### config.mk
export PLATFORM = sky130hd
export DESIGN_NAME = adc_spi_responder
export DESIGN_NICKNAME = d
export VERILOG_FILES = /design/src/rtl/adc_spi_responder_pkg.sv /design/src/rtl/adc_spi_responder_sync_edge.sv /design/src/rtl/adc_spi_responder.sv
export SDC_FILE = /design/constraint.sdc
export NUM_CORES = 1
export LEC_CHECK = 0
export ABC_AREA = 1
export CORE_MARGIN = 10
export CORE_UTILIZATION = 50
export CTS_BUF_LIST = sky130_fd_sc_hd__clkbuf_4 sky130_fd_sc_hd__clkbuf_8
export DETAILED_ROUTE_END_ITERATION = 16
export PLACE_DENSITY = 0.72
export SLEW_MARGIN = 20
export SYNTH_ARGS = -nofsm -noshare
export SYNTH_HDL_FRONTEND = slang
export SYNTH_SLANG_ARGS = --single-unit
### constraint.sdc
create_clock -name clk -period 1.9 [get_ports clk]
set_input_delay 0.285 -clock clk [delete_from_list [all_inputs] [get_ports clk]]
set_output_delay 0.285 -clock clk [all_outputs]
set_load 0.01 [all_outputs]
### src/rtl/adc_spi_responder_pkg.sv
// Shared frame constants, FSM encodings and helpers for the ADC-side SPI responder.
// Any peer master model should take its frame geometry from here as well.
package adc_spi_responder_pkg;

  localparam int DEF_DATA_W     = 12;
  localparam int DEF_FRAME_LEN  = 16;
  localparam int DEF_LEAD_ZEROS = DEF_FRAME_LEN - DEF_DATA_W;
  localparam int DEF_ADDR_FIRST = 3;
  localparam int ADDR_W         = 3;
  localparam int CNT_W          = 5;

  localparam logic [1:0] ST_IDLE  = 2'd0;
  localparam logic [1:0] ST_SHIFT = 2'd1;
  localparam logic [1:0] ST_HOLD  = 2'd2;

  // True when a 1-based rising-edge index falls inside [lo, hi].
  function automatic logic in_window(input logic [CNT_W-1:0] idx, input int lo, input int hi);
    return (int'(idx) >= lo) && (int'(idx) <= hi);
  endfunction

endpackage

### src/rtl/adc_spi_responder_sync_edge.sv
// Two-flop synchronizer plus history register with registered rise/fall pulses.
// Edges are masked for a few cycles after reset so a line already away from its idle level is not mistaken for an edge.
module adc_spi_responder_sync_edge #(
  parameter logic RESET_LEVEL = 1'b1
) (
  input  logic clk,
  input  logic reset,
  input  logic din,
  output logic rise,
  output logic fall
);

  logic       meta_reg;
  logic       sync_reg;
  logic       last_reg;
  logic       rise_reg;
  logic       fall_reg;
  logic [1:0] fill_reg;

  always_ff @(posedge clk) begin
    if (reset) begin
      meta_reg <= RESET_LEVEL;
      sync_reg <= RESET_LEVEL;
      last_reg <= RESET_LEVEL;
      rise_reg <= 1'b0;
      fall_reg <= 1'b0;
      fill_reg <= 2'd3;
    end else begin
      meta_reg <= din;
      sync_reg <= meta_reg;
      last_reg <= sync_reg;
      if (fill_reg != 2'd0) begin
        fill_reg <= fill_reg - 2'd1;
      end
      rise_reg <= (fill_reg == 2'd0) && sync_reg && !last_reg;
      fall_reg <= (fill_reg == 2'd0) && !sync_reg && last_reg;
    end
  end

  assign rise = rise_reg;
  assign fall = fall_reg;

endmodule

### src/rtl/adc_spi_responder.sv
// ADC-side SPI responder: serves a held sample as a fixed-length MSB-first frame and
// decodes the channel address shifted in on saddr. All SPI pins are oversampled on clk.
module adc_spi_responder
  import adc_spi_responder_pkg::*;
#(
  parameter int DATA_W     = DEF_DATA_W,
  parameter int FRAME_LEN  = DEF_FRAME_LEN,
  parameter int LEAD_ZEROS = DEF_LEAD_ZEROS,
  parameter int ADDR_FIRST = DEF_ADDR_FIRST
) (
  input  logic              clk,
  input  logic              reset,
  input  logic              sclk,
  input  logic              cs_n,
  input  logic              saddr,
  input  logic [DATA_W-1:0] adc_value,
  output logic              sdat,
  output logic [2:0]        channel,
  output logic              frame_done,
  output logic              frame_error,
  output logic              busy
);

  logic [1:0] line_pin;
  logic [1:0] line_rise;
  logic [1:0] line_fall;
  logic       sclk_rise;
  logic       sclk_fall;
  logic       cs_rise;
  logic       cs_fall;

  assign line_pin = {cs_n, sclk};

  // Both sclk and cs_n idle high, so both conditioners reset to 1.
  generate
    for (genvar gi = 0; gi < 2; gi++) begin : g_sync
      adc_spi_responder_sync_edge #(
        .RESET_LEVEL(1'b1)
      ) u_sync_edge (
        .clk  (clk),
        .reset(reset),
        .din  (line_pin[gi]),
        .rise (line_rise[gi]),
        .fall (line_fall[gi])
      );
    end
  endgenerate

  assign sclk_rise = line_rise[0];
  assign sclk_fall = line_fall[0];
  assign cs_rise   = line_rise[1];
  assign cs_fall   = line_fall[1];

  logic saddr_meta_reg;
  logic saddr_sync_reg;

  always_ff @(posedge clk) begin
    if (reset) begin
      saddr_meta_reg <= 1'b0;
      saddr_sync_reg <= 1'b0;
    end else begin
      saddr_meta_reg <= saddr;
      saddr_sync_reg <= saddr_meta_reg;
    end
  end

  logic [1:0]           state_reg;
  logic [CNT_W-1:0]     cnt_reg;
  logic [CNT_W-1:0]     cnt_next;
  logic [FRAME_LEN-1:0] shreg_reg;
  logic [FRAME_LEN-1:0] frame_load;
  logic [ADDR_W-1:0]    addr_sr_reg;
  logic [ADDR_W-1:0]    addr_next;
  logic                 frame_full;
  logic                 sdat_reg;
  logic [2:0]           channel_reg;
  logic                 frame_done_reg;
  logic                 frame_error_reg;

  assign frame_load = {{LEAD_ZEROS{1'b0}}, adc_value};

  // The edge count is resolved before any cs rule so a 16th edge coincident with cs_rise still completes the frame.
  always_comb begin
    cnt_next  = cnt_reg;
    addr_next = addr_sr_reg;
    if (sclk_rise && (cnt_reg != CNT_W'(FRAME_LEN))) begin
      cnt_next = cnt_reg + CNT_W'(1);
      if (in_window(cnt_next, ADDR_FIRST, ADDR_FIRST + ADDR_W - 1)) begin
        addr_next = {addr_sr_reg[ADDR_W-2:0], saddr_sync_reg};
      end
    end
  end

  assign frame_full = (cnt_next == CNT_W'(FRAME_LEN));

  always_ff @(posedge clk) begin
    if (reset) begin
      state_reg       <= ST_IDLE;
      cnt_reg         <= '0;
      shreg_reg       <= '0;
      addr_sr_reg     <= '0;
      sdat_reg        <= 1'b0;
      channel_reg     <= '0;
      frame_done_reg  <= 1'b0;
      frame_error_reg <= 1'b0;
    end else begin
      frame_done_reg  <= 1'b0;
      frame_error_reg <= 1'b0;
      case (state_reg)
        ST_IDLE: begin
          if (cs_fall) begin
            shreg_reg   <= frame_load;
            cnt_reg     <= '0;
            addr_sr_reg <= '0;
            sdat_reg    <= frame_load[FRAME_LEN-1];
            state_reg   <= ST_SHIFT;
          end
        end
        ST_SHIFT: begin
          cnt_reg     <= cnt_next;
          addr_sr_reg <= addr_next;
          // A falling edge before the first rise is the master parking sclk, not a bit boundary.
          if (sclk_fall && (cnt_reg != '0)) begin
            shreg_reg <= {shreg_reg[FRAME_LEN-2:0], 1'b0};
            sdat_reg  <= shreg_reg[FRAME_LEN-2];
          end
          if (cs_rise) begin
            sdat_reg  <= 1'b0;
            state_reg <= ST_IDLE;
            if (frame_full) begin
              channel_reg    <= addr_next;
              frame_done_reg <= 1'b1;
            end else begin
              frame_error_reg <= 1'b1;
            end
          end else if (frame_full) begin
            state_reg <= ST_HOLD;
          end
        end
        ST_HOLD: begin
          if (sclk_fall) begin
            sdat_reg <= 1'b0;
          end
          if (cs_rise) begin
            channel_reg    <= addr_sr_reg;
            frame_done_reg <= 1'b1;
            sdat_reg       <= 1'b0;
            state_reg      <= ST_IDLE;
          end
        end
        default: begin
          state_reg <= ST_IDLE;
        end
      endcase
    end
  end

  assign sdat        = sdat_reg;
  assign channel     = channel_reg;
  assign frame_done  = frame_done_reg;
  assign frame_error = frame_error_reg;
  assign busy        = (state_reg != ST_IDLE);

endmodule

==> results of run 1 <==
[layer usage]
metal	vias up	global-route usage, %	part of all wire [%]
li1	1019	-	-
met4	0	3.91	1.4
met3	7	3.65	3.5
met1	871	14.2	46
met5	-	0	0
met2	30	22.2	49
[worst register-to-register path, cell delays in order (launching register included)]
cell      delay, ns
dfxtp_1        0.39
inv_1          0.09
ha_1           0.23
inv_1          0.16
or2_2          0.15
nor2_1         0.04
a211oi_1       0.30
nand2_1        0.11
a21oi_1        0.16
nor3_1         0.07
[worst paths after layout]
check | cells after the start | slack, ns | to
worst min-delay path | 1 | 0.41 | g_sync[0].u_sync_edge.rise
worst max-delay path | 9 | 0.12 | sdat
worst max register to register | 9 | 0.12 | sdat
worst min register to register | 1 | 0.41 | g_sync[0].u_sync_edge.rise
[area by class of cell]
type	instances	area (sq um)
Timing Repair Buffer	30	282
Clock buffer	5	68.8
Clock inverter	2	13.8
Fill cell	436	1730
Inverter	25	96.3
Multi-Input combinational cell	217	1180
Tap cell	52	65.1
Sequential cell	47	946
[kinds of logic after synthesis]
kind of cell,after synthesis
compound gates,51
xor+xnor,1
fa+ha+maj,9
flops,47
simple gates,156
buf+inv,35
[stage by stage]
stage	util, %	hold WS [ns]	std cells
finish	60.5	0.410	378
global route	60.5	0.435	378
CTS	60.1	0.412	378
detailed placement	58.2	0.396	371
global placement	58.2	0.391	371
floorplan	-	0.388	299
[power breakdown]
group,internal (mW),leakage [nW],switching [mW]
Combinational,0.363,0.669,0.583
Clock,0.252,0.0440,0.321
Sequential,1.09,0.384,0.0622
Total,1.70,1.10,0.966
[cells in the final DEF (no fill, tap or decap), types with 8 or more instances in the layout]
cell              n
inv_1            18
or2_2             9
nand3_1          19
dfxtp_1          45
nand2_1          83
nor2_1           18
nand2_2           9
a21oi_1          21
ha_1              8
a31oi_1          11
o21ai_0          10
clkdlybuf4s50_1  22
[timing repair]
item                                    CTS  global route
resized for setup                         1             5
endpoints found under the hold margin     0             0
endpoints found under the setup margin    1            23
==> results by group, run 1 <==
Global routing
  – GR Overflow Total: 0
  – Largest net degree at the start of global routing: 28
  – GRT Overall Usage: 12.6%
  – Initial antenna violation count: 0
  – Vias in the first global route: 1899
  – First-pass GRT wire length: 7.98 mm

Power and ir drop
  – Worst ir drop on vdd: 0.508 mV
  – Overall power: 2.67 mW
  – PwrDens: 1010 nW/um^2
  – Leak: 1.10 nW

Routing
  – WL final: 4.50 mm
  – Vias after detailed routing: 1927
  – Vias per cell: 5.10
  – Initial DRC Count: 77
  – DRT Pass-1 Iters: 4
  – Drt wl/cell: 11.9 microns
  – Antenna-violating nets left: 0
  – Drc violations: 0

Clocking
  – H-tree depth: 2
  – Setup bufs post-CTS: 0
  – Count of hold-fix buffers inserted at cts: 0
  – CTS tree: done
  – Clk buf depth: 2
  – CTS clk-pin slew, worst paths: 0.09 ns
  – CTS root buf: clkbuf_8
  – Clk sinks: 47
  – Clk_lat worst skew: 0.30 ns
  – Inserted Clock Buffers: 5

Floorplan
  – Vert. Die Dim: 87.4 microns
  – Row Count: 24
  – Io pins: 24
  – Starting Density: 51.8%
  – CORE AREA: 4380 sq um
  – Area of the die: 7640 sq um
  – Die W: 87.4 microns

Yosys
  – Main combinational cell family by area after synthesis: simple AND/OR/NAND/NOR gates
  – Synth unique cells: 33
  – Synthesis-stage register bit count: 47
  – Top-count cell post-synth: nand2_1
  – Area leader, netlist: dfxtp_1
  – Post-synthesis mux area share: 0%
  – Synth async-reset ratio: 0%
  – Syn Area/Cell: 7.60 sq um
  – Post-synthesis cell area: 2270 sq um
  – Post-synthesis simple-gate area fraction: 34.0%
  – Sequential-to-total area share from yosys stat: 41.4%
  – Synth top area share: 41.4%
  – Synth Area in Compound Gates: 12.1%
  – Synth Area in XOR/XNOR: 0.385%
  – Post-synth top flop: dfxtp_1
  – Mapped Cells: 299
  – Post-synth top cells: 83 x nand2_1, 47 x dfxtp_1, 21 x a21oi_1
  – Synth top area cells: dfxtp_1 41%, nand2_1 14%, ha_1 5.0%
  – Mapped Nets: 325
  – Yosys warning count: 0
  – Number of flops mapped to enable cells by yosys: 0
  – Post-Synth Adder-Cell Area: 4.96%

Critical path
  – Crit Path Class: flip-flop to flip-flop
  – Reg2Reg Launch Point: state_reg[0]
  – Worst Setup SP: state_reg[0]
  – Startpoint Class: flip-flop
  – Worst path slowest cell: dfxtp_1
  – Most common cell on crit path: inv_1
  – Crit path DAT: 1.97 ns
  – Crit-path cells: inv_1 -> ha_1 -> inv_1 -> or2_2 -> nor2_1 -> a211oi_1 -> nand2_1 -> a21oi_1 -> nor3_1
  – Worst path max stage delay: 0.39 ns
  – Worst Setup End Kind: flip-flop
  – Delay-heaviest family, CP: compound AO/OA/AOI/OAI gates
  – Worst Path Max Fanout: 7
  – Critical Path RT: 2.08 ns
  – Buf/Inv on CP: 2

Cells and area
  – Synth-to-Final Area Change: 16.7%
  – Design Area, Final: 2650 sq um
  – Ant diodes: 0
  – Layout cells sized above 1: 16.9%
  – Layout Nets: 352
  – Largest register FFs: 15

Status
  – Outcome: finished, final reports clean

STA
  – Period minus WS final: 1.78 ns
  – Worst Skew: 0.00732 ns
  – Relative slew slack: 65.4%
  – Worst Max-Slew Pin Slew: 0.519 ns
  – Tcrit/Tclk final: 93.9%
  – Fmax: 0.560 GHz
  – RSZ-0062 raised after global routing: no
  – Slew Limit Fails: 0
  – Setup_tns: 0 ns
  – Worst setup slack after layout: 0.115 ns
  – Endpoints failing hold: 0
  – Final setup violation count: 0

Placement
  – Dpl hpwl: 3.34 mm
  – GP Congestion: 0.839
  – Post-place setup slack: 0.0466 ns
  – Port Buffers: 23
  – Placed cell areas: 2550 sq um

Worst hold path
  – Hold Startpoint: g_sync[0].u_sync_edge.last_reg
  – Hold Crit Class: flip-flop to flip-flop

Flow run
  – Number of max-cap violations: 0
Power figures use the tool's default switching activity.
==> run 2, diff against run 1 <==
Settings changed: CORE_MARGIN 10 to not set.
==> run 2 against run 1 <==
Hold slack better by 0.0027 ns. Wire length is 8.8% lower. Via count is 2.9% lower. Count of clock-buffer cells in the layout is 1 higher. Sequential power hardly changed. Flip-flop and latch count stayed put. Sequential share of layout area is 0.24 points higher. Fmax is 6.4% higher. Register-to-register slack better by 0.11 ns. Total power is 2.0% lower. Non-clock buffer count is 1 lower. Largest power group unchanged. Design area is 0.28% lower.
==> results by group, run 2 (same netlist as run 1, synthesis figures left out) <==
Critical path
  – Buf/Inv on CP: 3 (was 2)
  – FF-to-FF setup slack: 0.22 ns (was 0.12 ns)
  – Worst path slowest cell: dfxtp_4 (was dfxtp_1)
  – Worst Reg-to-Reg Cells: 14 (was 9)
  – Crit path depth: 14 (was 9)
  – Crit-path cells: ha_2 -> nand2_2 -> clkinv_1 -> nor2_1 -> nand2_1 -> nand2_1 -> nor2_4 -> buf_4 -> nand3_1 -> nand3_1 -> nand2_1 -> nand2_1 -> inv_2 -> nor2_2 (was inv_1 -> ha_1 -> inv_1 -> or2_2 -> nor2_1 -> a211oi_1 -> nand2_1 -> a21oi_1 -> nor3_1)
  – Worst Path Max Fanout: 6 (was 7)
  – Critical Path RT: 2.10 ns (was 2.08 ns)
  – Most common cell on crit path: nand2_1 (was inv_1)
  – Delay-heaviest family, CP: simple AND/OR/NAND/NOR gates (was compound AO/OA/AOI/OAI gates)
  – Startpoint Class: flip-flop (unchanged)
  – Worst Setup End Kind: flip-flop (unchanged)
  – Crit path DAT: 1.88 ns (was 1.97 ns)
  – Crit Path Class: flip-flop to flip-flop (unchanged)
  – Worst path max stage delay: 0.37 ns (was 0.39 ns)

Cells and area
  – Layout Nets: 351 (was 352)
  – Most frequent cells in the layout: 83 x nand2_1, 44 x dfxtp_1, 22 x clkdlybuf4s50_1 (was 83 x nand2_1, 45 x dfxtp_1, 22 x clkdlybuf4s50_1)
  – Synth-to-Final Area Change: 16.4% (was 16.7%)
  – Largest register FFs: 15 (unchanged)
  – Layout filler cell count: 404 (was 436)
  – Commonest non-fill, non-tap cell in the layout: nand2_1 (unchanged)
  – Final Core Density: 60.7% (was 60.5%)
  – Multi-input logic area: 1180 sq um (about the same)
  – Ant diodes: 0 (unchanged)
  – Layout cells sized above 1: 17.0% (was 16.9%)
  – Reg area: 950 sq um (was 946 sq um)

Power and ir drop
  – Leak: 1.08 nW (was 1.10 nW)
  – PwrDens: 989 nW/um^2 (was 1010 nW/um^2)
  – Worst ir drop on vdd: 0.470 mV (was 0.508 mV)

Floorplan
  – CORE AREA: 4350 sq um (was 4380 sq um)
  – Starting Density: 52.2% (was 51.8%)
  – Die W: 69.4 microns (was 87.4 microns)
  – Vert. Die Dim: 69.4 microns (was 87.4 microns)
  – Io pins: 24 (unchanged)
  – Area of the die: 4820 sq um (was 7640 sq um)
  – Row Count: 24 (unchanged)

STA
  – Period minus WS final: 1.68 ns (was 1.78 ns)
  – Final setup violation count: 0 (unchanged)
  – Worst Max-Slew Pin Slew: 0.528 ns (was 0.519 ns)
  – Slew Limit Fails: 0 (unchanged)
  – Worst Skew: 0.00566 ns (was 0.00732 ns)
  – Fmax: 0.596 GHz (was 0.560 GHz)
  – Relative slew slack: 64.7% (was 65.4%)
  – Setup_tns: 0 ns (unchanged)
  – Endpoints failing hold: 0 (unchanged)
  – RSZ-0062 raised after global routing: no (unchanged)
  – Tcrit/Tclk final: 88.3% (was 93.9%)

Global routing
  – Vias in the first global route: 1579 (was 1899)
  – Largest net degree at the start of global routing: 28 (unchanged)
  – Initial antenna violation count: 0 (unchanged)
  – First-pass GRT wire length: 7.04 mm (was 7.98 mm)
  – GR Overflow Total: 0 (unchanged)
  – GRT Overall Usage: 18.4% (was 12.6%)

Worst hold path
  – Hold Crit Class: flip-flop to flip-flop (unchanged)
  – Hold path cells: 1 (unchanged)

Routing
  – DRT Pass-1 Iters: 4 (unchanged)
  – Initial DRC Count: 108 (was 77)
  – WL final: 4.10 mm (was 4.50 mm)
  – Vias after detailed routing: 1872 (was 1927)
  – Drc violations: 0 (unchanged)
  – Antenna-violating nets left: 0 (unchanged)
  – Vias per cell: 4.98 (was 5.10)
  – Drt wl/cell: 10.9 microns (was 11.9 microns)

Placement
  – Port Buffers: 23 (unchanged)
  – GP Congestion: 0.817 (was 0.839)
  – Dpl hpwl: 2.94 mm (was 3.34 mm)

Clocking
  – Clk buf depth: 2 (unchanged)
  – Clk_lat worst skew: 0.29 ns (was 0.30 ns)
  – Inserted Clock Buffers: 5 (unchanged)
  – Clk sinks: 47 (unchanged)
  – Count of hold-fix buffers inserted at cts: 0 (unchanged)
  – CTS tree: done (unchanged)
  – CTS clk-pin slew, worst paths: 0.08 ns (was 0.09 ns)
  – CTS root buf: clkbuf_8 (unchanged)
  – H-tree depth: 2 (unchanged)

Status
  – Outcome: finished, final reports clean (unchanged)

Flow run
  – Number of max-cap violations: 0 (unchanged)
## run 2: cell types whose count changed in the layout (fill, tap and decap cells not counted)
cell and change:
dfxtp_1 -1, clkbuf_4 +1, clkinv_2 -1, ha_1 -1
dfxtp_4 +1, clkinv_4 -1, ha_2 +1, buf_4 -1
## run 2: final timing paths
kind	from	end
worst min register to register	g_sync[1].u_sync_edge.meta_reg	g_sync[1].u_sync_edge.sync_reg
worst max register to register	cnt_reg[0]	channel[2]
worst max-delay path	cnt_reg[0]	channel[2]
worst min-delay path	g_sync[1].u_sync_edge.meta_reg	g_sync[1].u_sync_edge.sync_reg
## run 2: layout make-up
class,count,area share (%)
Inverter,25,3.64
Tap cell,52,2.46
Multi-Input combinational cell,217,44.7
Sequential cell,47,35.9
Timing Repair Buffer,29,10.4
Clock buffer,6,2.89
## run 2: worst register-to-register path: cells and delay by family, from the launching register on
family	cells	cell delay (ns)
flip-flops	1	0.37
adder cells (fa/ha/maj)	1	0.21
buffers and inverters	3	0.25
AND/OR/NAND/NOR	10	0.77
## run 2: metrics by stage
step           total power, mW  cell area [sq um]  worst slack (ns)  hold slack (ns)  cells
3_3_place_gp              2.08               2540            0.0901            0.390    369
5_1_grt                   2.80               2650            0.0234            0.431    376
6_report                  2.62               2650             0.223            0.413    376
3_5_place_dp              2.09               2540            0.0677            0.398    369
2_1_floorplan             1.83               2270             0.256            0.388    299
4_1_cts                   2.65               2610            0.0525            0.416    375
## run 2: power by group
group          leakage [nW]  internal, mW  switching, mW
clock network        0.0406         0.260          0.301
registers             0.384          1.09         0.0630
logic                 0.659         0.348          0.555
total                  1.08          1.70          0.919
## run 2: routing by layer
| layer | part of all wire, % | routed length, microns | vias up | track usage [%] |
|---|---|---|---|---|
| li1 | - | - | 1022 | - |
| met1 | 47 | 1950 | 811 | 23.4 |
| met2 | 47 | 1930 | 34 | 29.7 |
| met3 | 3.9 | 162 | 5 | 3.49 |
| met4 | 1.6 | 65 | 0 | 9.52 |
| met5 | 0 | 0 | - | 0 |
## run 2: what timing repair did
item / CTS / global route
resized for setup: 2 / 7
pin swaps: 0 / 1
setup endpoints to repair: 1 / 15
setup buffers: 0 / 1
endpoints found under the hold margin: 0 / 0
